--- src/rtl/vc_output_allocator.sv ---
// Output-port VC allocator: round-robin picks one requesting VC, locks the port
// to it until its tail flit transfers, and registers the forwarded flit.

module vc_oa_lane #(
  parameter int FLIT_W = 10,
  parameter int IW     = 2,
  parameter int LANE   = 0
) (
  input  logic              active,
  input  logic [IW-1:0]     g,
  input  logic              rdy,
  input  logic              data_vld,
  input  logic [FLIT_W-1:0] flit,
  output logic              grant,
  output logic              chan_rdy,
  output logic              xfer,
  output logic [FLIT_W-1:0] flit_sel
);
  logic sel;
  assign sel      = active && (g == IW'(LANE));
  assign grant    = sel;
  assign chan_rdy = sel & rdy;
  assign xfer     = sel & rdy & data_vld;
  assign flit_sel = sel ? flit : '0;
endmodule

module vc_output_allocator #(
  parameter int IN_N        = 4,
  parameter int FLIT_DATA_W = 8,
  parameter int FLIT_ID_W   = 2
) (
  input  logic                     clk_i,
  input  logic                     rst_i,
  input  logic [IN_N-1:0]          req_i,
  input  logic [IN_N*(FLIT_ID_W+FLIT_DATA_W)-1:0] data_i,
  input  logic [IN_N-1:0]          data_vld_i,
  input  logic                     rdy_i,
  output logic [IN_N-1:0]          grant_o,
  output logic [IN_N-1:0]          chan_rdy_o,
  output logic [FLIT_ID_W+FLIT_DATA_W-1:0] data_o,
  output logic                     vld_o,
  output logic                     busy_o,
  output logic                     err_o
);
  localparam int FLIT_W = FLIT_ID_W + FLIT_DATA_W;
  localparam int IW     = (IN_N > 1) ? $clog2(IN_N) : 1;
  localparam logic [FLIT_ID_W-1:0] HEADER_ID = FLIT_ID_W'(1);
  localparam logic [FLIT_ID_W-1:0] BODY_ID   = FLIT_ID_W'(2);
  localparam logic [FLIT_ID_W-1:0] TAIL_ID   = FLIT_ID_W'(3);

  typedef enum logic {IDLE, ACTIVE} state_t;
  state_t state_q, state_d;

  logic [IW-1:0] g_q, g_d, ptr_q, ptr_d, pick;
  logic          first_q, first_d, found;
  logic          active;
  logic [IN_N-1:0]             xfer_v;
  logic [IN_N-1:0][FLIT_W-1:0] lane_flit;
  logic [FLIT_W-1:0]           flit_g;
  logic                        xfer;
  logic [FLIT_ID_W-1:0]        flit_type;

  assign active = (state_q == ACTIVE);
  assign busy_o = active;

  for (genvar i = 0; i < IN_N; i++) begin : g_lane
    vc_oa_lane #(.FLIT_W(FLIT_W), .IW(IW), .LANE(i)) u_lane (
      .active  (active),
      .g       (g_q),
      .rdy     (rdy_i),
      .data_vld(data_vld_i[i]),
      .flit    (data_i[i*FLIT_W +: FLIT_W]),
      .grant   (grant_o[i]),
      .chan_rdy(chan_rdy_o[i]),
      .xfer    (xfer_v[i]),
      .flit_sel(lane_flit[i])
    );
  end

  // Only the granted lane contributes a non-zero flit, so OR acts as the mux.
  always_comb begin
    flit_g = '0;
    for (int i = 0; i < IN_N; i++) flit_g = flit_g | lane_flit[i];
  end

  assign xfer      = |xfer_v;
  assign flit_type = flit_g[FLIT_W-1 -: FLIT_ID_W];

  // Round-robin search starts one past the last granted VC.
  always_comb begin
    logic [IW-1:0] idx_w;
    found = 1'b0;
    pick  = ptr_q;
    idx_w = '0;
    for (int k = 1; k <= IN_N; k++) begin
      idx_w = IW'((int'(ptr_q) + k) % IN_N);
      if (!found && req_i[idx_w]) begin
        found = 1'b1;
        pick  = idx_w;
      end
    end
  end

  always_ff @(posedge clk_i or posedge rst_i) begin
    if (rst_i) begin
      state_q <= IDLE;
      g_q     <= '0;
      ptr_q   <= IW'(IN_N - 1);
      first_q <= 1'b0;
    end else begin
      state_q <= state_d;
      g_q     <= g_d;
      ptr_q   <= ptr_d;
      first_q <= first_d;
    end
  end

  always_comb begin
    state_d = state_q;
    g_d     = g_q;
    ptr_d   = ptr_q;
    first_d = first_q;
    case (state_q)
      IDLE: if (found) begin
        state_d = ACTIVE;
        g_d     = pick;
        first_d = 1'b1;
      end
      ACTIVE: if (xfer) begin
        first_d = 1'b0;
        if (flit_type == TAIL_ID) begin
          state_d = IDLE;
          ptr_d   = g_q;
        end
      end
      default: state_d = IDLE;
    endcase
  end

  always_ff @(posedge clk_i or posedge rst_i) begin
    if (rst_i) begin
      data_o <= '0;
      vld_o  <= 1'b0;
      err_o  <= 1'b0;
    end else begin
      vld_o <= xfer;
      if (xfer) data_o <= flit_g;
      // A header after the first flit means the upstream VC lost packet framing.
      if (xfer && flit_type == HEADER_ID && !first_q) err_o <= 1'b1;
    end
  end

  logic unused_body_id;
  assign unused_body_id = ^BODY_ID;
endmodule
--- config.mk ---
export PLATFORM = sky130hd
export DESIGN_NAME = vc_output_allocator
export DESIGN_NICKNAME = d
export VERILOG_FILES = /design/src/rtl/vc_output_allocator.sv
export SDC_FILE = /design/constraint.sdc
export NUM_CORES = 1
export LEC_CHECK = 0
export BUFFER_PORTS_ARGS = -buffer_cell sky130_fd_sc_hd__buf_2
export CORE_UTILIZATION = 44
export CTS_BUF_LIST = sky130_fd_sc_hd__clkbuf_16
export DETAILED_ROUTE_END_ITERATION = 10
export PLACE_DENSITY = 0.79
export SLEW_MARGIN = 20
export SYNTH_ARGS = -nofsm -noshare
export SYNTH_HDL_FRONTEND = slang
export SYNTH_HIERARCHICAL = 1
export SYNTH_SLANG_ARGS = --single-unit
export TNS_END_PERCENT = 5
--- constraint.sdc ---
create_clock -name clk_i -period 2.6 [get_ports clk_i]
set_input_delay 0.52 -clock clk_i [delete_from_list [all_inputs] [get_ports clk_i]]
set_output_delay 0.52 -clock clk_i [all_outputs]
set_load 0.01 [all_outputs]
==> results of run 1 <==
==> flip-flops by register name (all words and copies together), names as in the netlist <==
signal   count
busy_o       1
first_q      1
g_q          2
data_o      10
ptr_q        2
vld_o        1
err_o        1
==> worst reg2reg max path, cell delays in order, from the launching register on <==
cell and delay, ns:
dfrtp_1 0.48, and3b_2 0.36, and2_2 0.22, or4_4 0.54
and3_4 0.22, mux2_4 0.29
==> final cells by class <==
cell class	count	area, sq um
inverters	4	15.0
clock buffers	3	75.1
clock inverters	1	3.75
fillers	264	1050
multi-input cells	112	778
well taps	31	38.8
flip-flops and latches	18	453
repair buffers	72	363
==> Yosys cell counts <==
cell	instances
a21o_1	1
o31ai_1	1
buf_8	1
nor3b_4	1
or4_4	1
a31oi_1	1
o221ai_1	1
mux2_4	2
and2_2	17
o21ai_0	11
nand2_1	11
inv_1	4
o22ai_1	1
nor4_1	11
and3b_2	2
and2_4	27
and3_4	2
dfstp_2	2
buf_6	3
dfrtp_1	16
a21oi_1	3
and3_2	4
nor2_1	14
or3_1	1
buf_2	2
==> logic make-up after synthesis <==
group / after synthesis / synth area share, %
muxes: 2 / 2.31
and+or+nand+nor: 91 / 48.9
DFF: 18 / 34.9
AOI/OAI and AO/OA: 19 / 8.19
buffers and inverters: 10 / 5.68
==> power groups by stage <==
stage	clock network, uW	registers, uW	logic, uW
floorplan	0	556	758
global placement	0	530	1010
detailed placement	0	534	1030
CTS	304	531	1030
global route	316	548	1120
finish	296	530	1020
==> path summary, 6_finish.rpt <==
check,from,to,depth (start not counted)
max,busy_o,ptr_q[0],5
min,rst_i,data_o[5],2
max reg2reg,busy_o,ptr_q[0],5
min reg2reg,data_o[6],data_o[6],2
max in group asynchronous,rst_i,data_o[2],2
min in group clk_i,data_o[6],data_o[6],2
==> per-stage QoR <==
step / instance area, sq um / worst slack (ns) / power [uW] / cells / util (%)
detailed placement: 1650 / 0.428 / 1570 / 237 / 59.2
global route: 1730 / 0.359 / 1990 / 241 / 62.1
CTS: 1730 / 0.422 / 1870 / 241 / 62.1
floorplan: 1300 / 0.577 / 1310 / 140 / -
finish: 1730 / 0.420 / 1840 / 241 / 62.1
global placement: 1650 / 0.487 / 1540 / 237 / 59.2
==> layer usage <==
metal / vias up / share of wire [%] / GRT usage (%)
met4: 0 / 0.50 / 2.09
met1: 543 / 44 / 26.1
li1: 617 / - / -
met2: 45 / 49 / 33.2
met3: 2 / 6.2 / 4.84
met5: - / 0 / 0
==> layout by cell type (no fill, tap or decap) <==
cell type	instances
and3_4	2
nor4_1	10
inv_1	4
and3b_2	2
or4_4	1
o21ai_0	11
o22ai_1	1
mux2_4	2
dfrtp_1	16
a21o_1	1
a21oi_1	3
and2_4	27
o221ai_1	1
nor2_1	14
or3_1	1
buf_4	1
o31ai_1	1
nand2_1	11
clkinv_1	1
dfstp_2	2
nor4_2	1
buf_2	71
and2_2	17
clkbuf_16	3
a31oi_1	1
and3_2	4
nor3b_4	1
==> out/qor.yml, run 1 <==
pwr:
  power.leakage_uw: 0.000911
  power_frac_comb_pct: 55.2
  sequentialPowerShare_pct: 28.8
  power_frac_clock_pct: 16.0
  switchingPower_uw: 683
  powerDensity_nw_per_um2: 1070
  p_int_uw: 1160
  netSwitchingFraction_pct: 37.0
  vdd_ir_drop_max_mv: 1.06
clock_tree:
  cts_buffer_depth: 2
  clockRootBuffer: "clkbuf_16"
  clk-insertion-delay-late_ns: 0.24
  clk_pin_slew_ns: 0.05
  cts_num_sinks: 18
  cts_tree: "done"
  ctsHoldBuffers: 0
  cts-buffers-inserted: 3
  cts_max_level: 1
  cts_setup_buffers: 0
  cts_resized: 0
yosys:
  synth_top_cell_area_share_pct: 30.8
  synth_fp_nets: 191
  avgSynthCellArea_sq_um: 9.28
  seq_area_frac_synth_pct: 34.9
  ys_seq_elements: 18
  ys_top_cells_by_area: "dfrtp_1 31%, and2_4 18%, and2_2 9.8%, nor4_1 5.3%, o21ai_0 4.2%"
  syn_inst: 140
  synth_top_area_cell: "dfrtp_1"
  synth.cell_area_sq_um: 1300
  ys_types: 25
  yosysWarnings: 6
route:
  drtPass1Iterations: 4
  drcViolationCount: 0
  wl_per_cell_um: 12.4
  drt_iter0_markers: 41
  vias_per_cell: 5.01
  dr_total_vias: 1207
  antenna_left: 0
  wirelength_mm: 3.00
critical_path:
  path_buf_inv: 0
  start_kind: "flip-flop"
  critPathSlowestCell: "or4_4"
  ff2ff_setup_slack_ns: 0.42
  worstPathArrival_ns: 2.35
  cpLargestDelayFamily: "simple AND/OR/NAND/NOR gates"
  end_kind: "flip-flop"
  crit_chain: "and3b_2 > and2_2 > or4_4 > and3_4 > mux2_4"
  cp.required_ns: 2.77
  slowest_delay_ns: 0.54
  critPathMaxFanout: 13
  crit_type: "reg -> reg"
global_route:
  overflow: 0
  grt_max_degree: 20
  grt_pass1_vias: 1099
  grt_pass1_wl_mm: 4.89
  antenna_found_initial: 0
  groute.usage.overall_pct: 19.5
timing:
  finClkSkew_ns: 0.00258
  setup_viol: 0
  rsz0062_at_grt: "false"
  timing.final.crit_share_pct: 83.9
  min_period_ns: 2.18
  finalMaxSlewViolations: 0
  worst_hold_slack_ns: 0.355
  hold_viol: 0
  tightest_slew_ns: 0.636
  fmaxAchievable_ghz: 0.459
  max_slew_margin_pct: 57.5
  fin_tns_setup_ns: 0
hold_path:
  min-delay-path-class: "in -> async"
run_status:
  status: "finished clean"
die:
  rows: 19
  die_y_um: 56.3
  dieArea_sq_um: 3170
  core_area_sq_um: 2780
  initial_core_util_pct: 46.7
  ios: 72
  die_x_um: 56.3
place:
  place_congestion: 0.836
  numPortBuffers: 71
  hpwl_mm: 2.42
cells_and_area:
  area_growth_pct: 32.9
  final_nets: 262
  antenna_cells: 0
  drive_above_1_share_pct: 63.8
run:
  maxCapViolCount: 0
(Power assumes the default switching activity.)
==> run 2: changes to the inputs <==
ABC_AREA = 1   (was unset)
CORE_UTILIZATION = 47   (was 44)
PLACE_DENSITY = 0.8   (was 0.79)
clock period = 2.25 ns   (was 2.6 ns; I/O delays follow)
==> run 2 against run 1 <==
Effect of this change: critical path depth is 1 lower; global-route usage increased by 2.3 points; cell count is 47% higher.
==> out/qor.yml, run 2 <==
place:
  numPortBuffers: 71  # unchanged
  place_area_sq_um: 1950  # was 1650 sq um
  place_congestion: 0.803  # was 0.836
  hpwl_mm: 2.83  # was 2.42 mm
pwr:
  switchingPower_uw: 1110  # was 683 uW
  vdd_ir_drop_max_mv: 0.652  # was 1.06 mV
  power.leakage_uw: 0.00126  # was 0.000911 uW
  power_frac_comb_pct: 56.9  # was 55.2%
  sequentialPowerShare_pct: 27.6  # was 28.8%
  power_frac_clock_pct: 15.5  # was 16.0%
  powerDensity_nw_per_um2: 1140  # was 1070 nW/um^2
  netSwitchingFraction_pct: 48.1  # was 37.0%
  p_int_uw: 1200  # was 1160 uW
yosys:
  synth_fp_nets: 291  # was 191
  synth_common_cells: "64 x inv_1, 41 x nand2_1, 34 x nor2_2, 19 x nor2_1, 16 x dfrtp_1"  # was 27 x and2_4, 17 x and2_2, 16 x dfrtp_1, 14 x nor2_1
  seq_area_frac_synth_pct: 28.6  # was 34.9%
  synth_edf_count: 0  # unchanged
  yosysWarnings: 6  # unchanged
  synth_most_common_cell: "inv_1"  # was and2_4
  synth_top_area_cell: "dfrtp_1"  # unchanged
  ys_top_cells_by_area: "dfrtp_1 25%, inv_1 15%, nor2_2 13%, nand2_1 9.7%, nand2_2 4.7%"  # was dfrtp_1 31%, and2_4 18%, and2_2 9.8%, nor4_1 5.3%, o21ai_0 4.2%
  syn_inst: 240  # was 140
  ys.flop_type: "dfrtp_1"  # unchanged
  async_flop_share_pct: 100  # unchanged
  avgSynthCellArea_sq_um: 6.60  # was 9.28 sq um
  synth_top_cell_area_share_pct: 25.3  # was 30.8%
  ys_seq_elements: 18  # unchanged
  ys_types: 23  # was 25
  synth.cell_area_sq_um: 1580  # was 1300 sq um
die:
  die_x_um: 60.1  # was 56.3 um
  initial_core_util_pct: 50.6  # was 46.7%
  ios: 72  # unchanged
  rows: 20  # was 19
  dieArea_sq_um: 3610  # was 3170 sq um
  core_area_sq_um: 3130  # was 2780 sq um
  die_y_um: 60.1  # was 56.3 um
clock_tree:
  cts_tree: "done"  # unchanged
  clk-insertion-delay-late_ns: 0.25  # was 0.24 ns
  ctsHoldBuffers: 0  # unchanged
  cts_setup_buffers: 0  # unchanged
  cts_num_sinks: 18  # unchanged
  cts_resized: 0  # unchanged
  cts-buffers-inserted: 3  # unchanged
  clockRootBuffer: "clkbuf_16"  # unchanged
  clk_pin_slew_ns: 0.05  # about the same
  cts_buffer_depth: 2  # unchanged
  cts_max_level: 1  # unchanged
timing:
  finClkSkew_ns: 0.00303  # was 0.00258 ns
  setup_viol: 0  # unchanged
  fin_tns_setup_ns: 0  # unchanged
  worst_hold_slack_ns: 0.300  # was 0.355 ns
  fmaxAchievable_ghz: 0.483
  max_slew_margin_pct: 54.3  # was 57.5%
  rsz0062_at_grt: "false"  # unchanged
  min_period_ns: 2.07
  hold_viol: 0  # unchanged
  timing.final.crit_share_pct: 92.0
  finalMaxSlewViolations: 0  # unchanged
  tightest_slew_ns: 0.684  # was 0.636 ns
critical_path:
  worstPathArrival_ns: 1.62  # was 2.35 ns
  timing.rr.end: "ptr_q[1]"  # was ptr_q[0]
  path_buf_inv: 3  # was 0
  r2r_start: "busy_o"  # unchanged
  cp.required_ns: 1.80  # was 2.77 ns
  ff2ff_setup_slack_ns: 0.37  # was 0.42 ns
  crit_type: "reg -> out"  # was reg -> reg
  worstRegToRegCells: 8  # was 5
  cpLargestDelayFamily: "flip-flops"  # was simple AND/OR/NAND/NOR gates
  critPathMaxFanout: 13  # unchanged
  crit_chain: "nand3_2 > buf_4 > inv_1 > buf_2"  # was and3b_2 > and2_2 > or4_4 > and3_4 > mux2_4
  slowest_delay_ns: 0.64  # was 0.54 ns
  end_kind: "output pin"  # was flip-flop
  critPathSlowestCell: "dfrtp_1"  # was or4_4
  start_kind: "flip-flop"  # unchanged
run_status:
  status: "finished clean"  # unchanged
route:
  antenna_left: 0  # unchanged
  wirelength_mm: 3.64  # was 3.00 mm
  dr_total_vias: 1621  # was 1,207
  wl_per_cell_um: 10.2  # was 12.4 um
  drt_iter0_markers: 88  # was 41
  drcViolationCount: 0  # unchanged
  drtPass1Iterations: 4  # unchanged
  vias_per_cell: 4.57  # was 5.01
cells_and_area:
  largest-register: "data_o"  # unchanged
  largest_reg_flops: 10  # unchanged
  final_cell_mix: "71 x buf_2, 64 x inv_1, 41 x nand2_1, 34 x nor2_2, 19 x nor2_1"  # was 71 x buf_2, 27 x and2_4, 17 x and2_2, 16 x dfrtp_1, 14 x nor2_1
  final_nets: 363  # was 262
  antenna_cells: 0  # unchanged
  drive_above_1_share_pct: 44.4  # was 63.8%
  num-fill-cells: 300  # was 264
  postLayoutCellArea_sq_um: 2030  # was 1730 sq um
  layout_commonest_cell: "buf_2"  # unchanged
  area_growth_pct: 28.0  # was 32.9%
  reg_top3: "data_o (10), g_q (2), ptr_q (2)"  # unchanged
global_route:
  use_met3_pct: 1.52  # was 4.84%
  overflow: 0  # unchanged
  grt_busiest_layer: "met2"  # unchanged
  use_met1_pct: 30.9  # was 26.1%
  grt_pass1_vias: 1426  # was 1,099
  grt_max_degree: 19  # was 20
  grt_use_met2_pct: 36.0  # was 33.2%
  groute.usage.overall_pct: 21.8  # was 19.5%
  antenna_found_initial: 0  # unchanged
  grt_pass1_wl_mm: 6.02  # was 4.89 mm
hold_path:
  min-delay-path-class: "in -> async"  # unchanged
run:
  maxCapViolCount: 0  # unchanged
-- run 2: routing by layer --
metal	routed length, um	share of wire [%]
met1	1670	46
met2	1750	48
met3	183	5.0
met4	34	0.94
met5	0	0
-- run 2: cell families (layout without fill, tap and decap cells) --
family | count (synthesis) | in the layout | synth area share [%]
AND/OR/NAND/NOR | 131 | 131 | 44.8
buffers and inverters | 74 | 145 | 20.7
AO/OA/AOI/OAI | 17 | 17 | 5.92
flip-flops | 18 | 18 | 28.6
-- run 2: power groups by stage --
stage          sequential (uW)  combinational, uW  clock [uW]
6_report                   639               1320         358
4_1_cts                    635               1330         360
2_1_floorplan              612               1040           0
5_1_grt                    662               1490         374
3_3_place_gp               636               1290           0
3_5_place_dp               637               1320           0
-- run 2: final cells by class --
type                            count  area, sq um  share of cell area (%)
Clock buffer                        3         75.1                    3.70
Tap cell                           44         55.1                    2.72
Inverter                           67          259                    12.8
Sequential cell                    18          453                    22.3
Multi-Input combinational cell    148          803                    39.6
Clock inverter                      1         3.75                   0.185
Timing Repair Buffer               74          378                    18.6
-- run 2: worst max-delay path by stage --
stage               startpoint    endpoint  slack (ns)  cells past startpoint
CTS                     busy_o  grant_o[3]        0.20                      4
floorplan               busy_o   data_o[1]        0.73                      8
global placement        busy_o  grant_o[3]        0.51                      4
detailed placement      busy_o    ptr_q[1]        0.45                      8
global route            busy_o  grant_o[3]        0.13                      4
finish                  busy_o  grant_o[3]        0.18                      4
-- run 2: metrics by stage --
step                total power [uW]  util (%)  cells  setup WS [ns]
floorplan                       1650         -    240          0.726
global placement                1920      62.3    351          0.511
detailed placement              1960      62.3    351          0.455
CTS                             2320      64.8    355          0.196
global route                    2520      64.8    355          0.129
finish                          2310      64.8    355          0.180
